===== config.mk =====
export PLATFORM = sky130hd
export DESIGN_NAME = seg_scan_ctrl
export DESIGN_NICKNAME = d
export VERILOG_FILES = /design/src/rtl/seg_scan_ctrl.sv
export SDC_FILE = /design/constraint.sdc
export NUM_CORES = 1
export LEC_CHECK = 0
export ABC_AREA = 1
export CAP_MARGIN = 5
export CORE_MARGIN = 2
export CORE_UTILIZATION = 45
export CTS_CLUSTER_DIAMETER = 50
export DETAILED_ROUTE_END_ITERATION = 8
export PLACE_DENSITY = 0.75
export SETUP_SLACK_MARGIN = 0.15
export SKIP_LAST_GASP = 1
export SYNTH_ARGS = -nofsm -noshare
export SYNTH_HDL_FRONTEND = slang
export SYNTH_SLANG_ARGS = --single-unit

===== constraint.sdc =====
create_clock -name clk -period 3.5 [get_ports clk]
set_input_delay 0.7 -clock clk [delete_from_list [all_inputs] [get_ports clk]]
set_output_delay 0.7 -clock clk [all_outputs]
set_load 0.03 [all_outputs]

===== src/rtl/seg_scan_ctrl.sv =====
// Eight-digit seven-segment scan controller with double-buffered digit store.
// Optional anode/DP blanking at slot start when SEG_SCAN_BLANK_EN is defined.
module seg_scan_ctrl #(
    parameter int unsigned DIV = 100000
) (
    input  logic       clk,
    input  logic       rstn,
    input  logic       wr_en,
    input  logic [2:0] wr_idx,
    input  logic [3:0] wr_data,
    input  logic       commit_req,
    input  logic [7:0] digit_en,
    input  logic [7:0] dp_mask,
    output logic [3:0] seg_d,
    output logic [7:0] an,
    output logic       dp,
    output logic       frame_tick,
    output logic       commit_ack
);

    localparam int unsigned PW = (DIV > 1) ? $clog2(DIV) : 1;
    localparam logic [PW-1:0] PCNT_LAST = PW'(DIV - 1);

    logic [PW-1:0] pcnt;
    logic [2:0]    idx;
    logic          pending;
    logic [3:0]    shadow [8];
    logic [3:0]    active [8];

    logic slot_end;
    logic frame_end;
    logic commit_fire;
    logic blank;

    assign slot_end    = (pcnt == PCNT_LAST);
    assign frame_end   = slot_end && (idx == 3'd7);
    // A request arriving on the frame-end cycle itself is served by this copy.
    assign commit_fire = frame_end && (pending || commit_req);

`ifdef SEG_SCAN_BLANK_EN
    localparam logic [PW-1:0] BLANK_LEN = PW'(DIV / 16);
    assign blank = (pcnt < BLANK_LEN);
`else
    assign blank = 1'b0;
`endif

    always_ff @(posedge clk or negedge rstn) begin
        if (!rstn) begin
            pcnt <= '0;
            idx  <= '0;
        end else if (slot_end) begin
            pcnt <= '0;
            idx  <= idx + 3'd1;
        end else begin
            pcnt <= pcnt + 1'b1;
        end
    end

    always_ff @(posedge clk or negedge rstn) begin
        if (!rstn) begin
            pending <= 1'b0;
        end else if (commit_fire) begin
            pending <= 1'b0;
        end else if (commit_req) begin
            pending <= 1'b1;
        end
    end

    // Copy reads pre-edge shadow, so a same-cycle write lands only in shadow.
    always_ff @(posedge clk or negedge rstn) begin
        if (!rstn) begin
            for (int unsigned i = 0; i < 8; i++) begin
                shadow[i] <= '0;
                active[i] <= '0;
            end
        end else begin
            if (wr_en)
                shadow[wr_idx] <= wr_data;
            if (commit_fire) begin
                for (int unsigned i = 0; i < 8; i++)
                    active[i] <= shadow[i];
            end
        end
    end

    always_ff @(posedge clk or negedge rstn) begin
        if (!rstn) begin
            seg_d      <= '0;
            an         <= '1;
            dp         <= 1'b1;
            frame_tick <= 1'b0;
            commit_ack <= 1'b0;
        end else begin
            seg_d      <= active[idx];
            an         <= (digit_en[idx] && !blank) ? ~(8'b1 << idx) : 8'hFF;
            dp         <= ~(dp_mask[idx] & digit_en[idx] & ~blank);
            frame_tick <= frame_end;
            commit_ack <= commit_fire;
        end
    end

endmodule


==> results.toml <==
[global_routing]
grt_remaining_overflow = 0
first_global_vias = 3290
grt_max_degree = 52
first_pass_grt_wire_length_mm = 15.8
globalRouteTotalUtil_pct = 17.7
initial_antenna_violation_count = 0

[critical_path]
crit_path_cell_trace = "clkdlybuf4s50_1"
worst-endpoint-required_ps = 2800
crit_fanout = 1
timing.setup.critical_path_class = "flip-flop to output port"
worst-path-buf-inv = 1
critPathCaptureType = "output port"
cpPeakStageDelay_ps = 660
critical_path_arrival_ps = 1560
critPathSlowestCell = "sky130_fd_sc_hd__clkdlybuf4s50_1"
critPathTopFamily = "buffers and inverters"
startpoint_type = "flip-flop"

[drt]
post-route-drc-count = 0
detailed_route_via_count = 3543
wl_mm = 9.14
initialDrtViolationCount = 173
first_pass_iters = 4
wire_per_inst_microns = 13.2
viasPerCell = 5.11
detail-route-antenna-nets = 0

[sta]
final_setup_skew_ps = 18.1
hold_slack_ps = 325
final-setup-viol-count = 0
max_freq_mhz = 442
maxSlewViolCount = 0
timing.final.hold_violations = 0
slew_headroom_pct = 41.2
period_minus_slack_ps = 2260
worst-slew-pin-transition_ps = 880
final_min_period_over_clock_period_pct = 64.7
rsz_0062_raised_after_global_routing = "false"
setup_total_negative_slack_ps = 0

[place]
dp_hpwl_mm = 6.42
dpl-instance-area_sq_mm = 0.00504
port_buffer_count = 41
place.gp.congestion = 0.852

[die]
die_width_microns = 105
boundaryPins = 42
die_h_microns = 105
placement_rows = 36
coreArea_sq_mm = 0.00982
fp.dieArea_sq_mm = 0.0110
initial_util_pct = 46.5

[cells_and_area]
final_core_utilization_pct = 53.5
fillerInstances = 928
post_layout_net_count = 590
number_of_antenna_repair_diodes = 0
drive_gt1_share_pct = 8.02
design_area_sq_mm = 0.00525
flow.area_growth_from_synthesis_pct = 14.9

[clock_network]
post_cts_resize_count = 0
cts_hold_buf = 0
ctsRootBufferMaster = "sky130_fd_sc_hd__clkbuf_8"
clock_insertion_delay_worst_skew_ps = 380
ctsLongestPathBuffers = 2
clock-sinks = 100
htreeDepth = 3
cts_tree = "yes"
cts_setup_buffers = 0
clk_pin_slew_worst_paths_ps = 110
tritoncts_buffer_count = 9

[power]
switching_share_pct = 26.9
switching_power_mw = 0.580
internal_power_mw = 1.58
combPwrFrac_pct = 6.2
leakagePower_nw = 2.54
pwr_density_cell_mw_per_mm2 = 411
largest_voltage_drop_on_the_vdd_net_mv = 0.257
share_seq_of_total_power_pct = 59.2
power_frac_clock_pct = 34.5
design_power_total_mw = 2.16

[yosys]
synth_cells = 521
ys_seq_area_share_pct = 55.0
netlist_cell_types = 24
synthesis.area_sq_mm = 0.00457
synth_fp_nets = 555
ys_ff_latch = 100
yosys-top-cells-area = "sky130_fd_sc_hd__dfrtp_1 50%, sky130_fd_sc_hd__nand2_1 12%, sky130_fd_sc_hd__o21ai_0 6.0%"
synth_top_area_share_pct = 49.8
synth_top_cell_by_area = "sky130_fd_sc_hd__dfrtp_1"
synth_warnings = 0
syn_area_per_cell_sq_um = 8.77

[flow_run]
maxCapViolCount = 0

[worst_hold_path]
holdCritPathClass = "primary input to async pin"

[outcome]
run_status = "finished clean"
==> Yosys cell counts <==
library cell and instances:
sky130_fd_sc_hd__nand2_1 142, sky130_fd_sc_hd__nand3_1 15, sky130_fd_sc_hd__inv_2 3, sky130_fd_sc_hd__buf_6 7, sky130_fd_sc_hd__o22ai_1 12, sky130_fd_sc_hd__dfrtp_1 91, sky130_fd_sc_hd__nor3_1 8, sky130_fd_sc_hd__xor2_1 11
sky130_fd_sc_hd__nand3b_1 2, sky130_fd_sc_hd__a21oi_1 5, sky130_fd_sc_hd__nand4_4 1, sky130_fd_sc_hd__clkbuf_1 8, sky130_fd_sc_hd__buf_2 7, sky130_fd_sc_hd__ha_1 7, sky130_fd_sc_hd__dfstp_2 9, sky130_fd_sc_hd__nor3b_1 2
sky130_fd_sc_hd__nand4_1 37, sky130_fd_sc_hd__o21ai_0 55, sky130_fd_sc_hd__nor2_2 6, sky130_fd_sc_hd__nor2_1 55, sky130_fd_sc_hd__nor2_4 2, sky130_fd_sc_hd__nand2_2 1, sky130_fd_sc_hd__inv_1 34, sky130_fd_sc_hd__nand3_2 1
==> power by group through the flow <==
stage	logic, mW	registers [mW]	clock network, mW
floorplan	0.0643	1.28	0
global placement	0.131	1.30	0
detailed placement	0.138	1.30	0
CTS	0.138	1.28	0.766
global route	0.158	1.29	0.807
finish	0.135	1.28	0.745
==> layout make-up <==
class,count,area [sq um],area share (%)
multi-input cells,362,1770,33.8
repair buffers,46,445,8.48
flip-flops and latches,100,2510,47.9
clock inverters,7,88.8,1.69
inverters,37,139,2.65
clock buffers,9,124,2.36
well taps,133,166,3.17
==> kinds of logic after synthesis <==
group           count (synthesis)  share of synthesized area, %
buf+inv                        59                          6.19
simple gates                  272                          26.6
xor+xnor                       11                          2.11
compound gates                 72                          8.21
fa+ha+maj                       7                          1.92
flops                         100                          55.0
==> flip-flops by register name (all words and copies together) (netlist names) <==
| name | count |
|---|---|
| pcnt | 17 |
| idx | 3 |
| active | 32 |
| seg_d | 4 |
| commit_ack | 1 |
| frame_tick | 1 |
| dp | 1 |
| an | 8 |
| pending | 1 |
| shadow | 32 |
==> per-layer routing <==
| metal | track usage, % | vias up | part of all wire (%) |
|---|---|---|---|
| li1 | - | 1786 | - |
| met1 | 25.8 | 1669 | 48 |
| met2 | 26.9 | 74 | 45 |
| met3 | 2.43 | 14 | 4.5 |
| met4 | 6.76 | 0 | 1.8 |
| met5 | 0 | - | 0 |
==> cell usage in the layout (no fill, tap or decap), drive strengths merged <==
| cell | netlist | final |
|---|---|---|
| nand3b | 2 | 2 |
| a21oi | 5 | 5 |
| ha | 7 | 7 |
| dfrtp | 91 | 91 |
| nand4 | 38 | 38 |
| inv | 37 | 40 |
| o22ai | 12 | 12 |
| nor3b | 2 | 2 |
| o21ai | 55 | 55 |
| clkdlybuf4s50 | 0 | 40 |
| buf | 14 | 6 |
| nand3 | 16 | 16 |
| nand2 | 143 | 143 |
| nor2 | 63 | 63 |
| nor3 | 8 | 8 |
| xor2 | 11 | 11 |
| clkinv | 0 | 4 |
| dfstp | 9 | 9 |
| clkbuf | 8 | 9 |
==> stage by stage <==
stage                     std cells  setup slack [ps]
after floorplan                 521              1990
after global placement          678              1130
after detailed placement        678              1110
after CTS                       694              1210
after global routing            694              1170
final                           694              1240
==> final timing paths <==
| kind | from | end | slack, ps | cells past startpoint |
|---|---|---|---|---|
| min in group clk | pcnt[0] | pcnt[0] | 480 | 1 |
| max in group asynchronous | rstn | active[24] | 2350 | 2 |
| max | an[0] | an[0] | 1240 | 1 |
| min | rstn | pcnt[12] | 330 | 1 |
| max reg2reg | pcnt[0] | pending | 1380 | 8 |
| min reg2reg | pcnt[0] | pcnt[0] | 480 | 1 |
(Power assumes the default switching activity.)
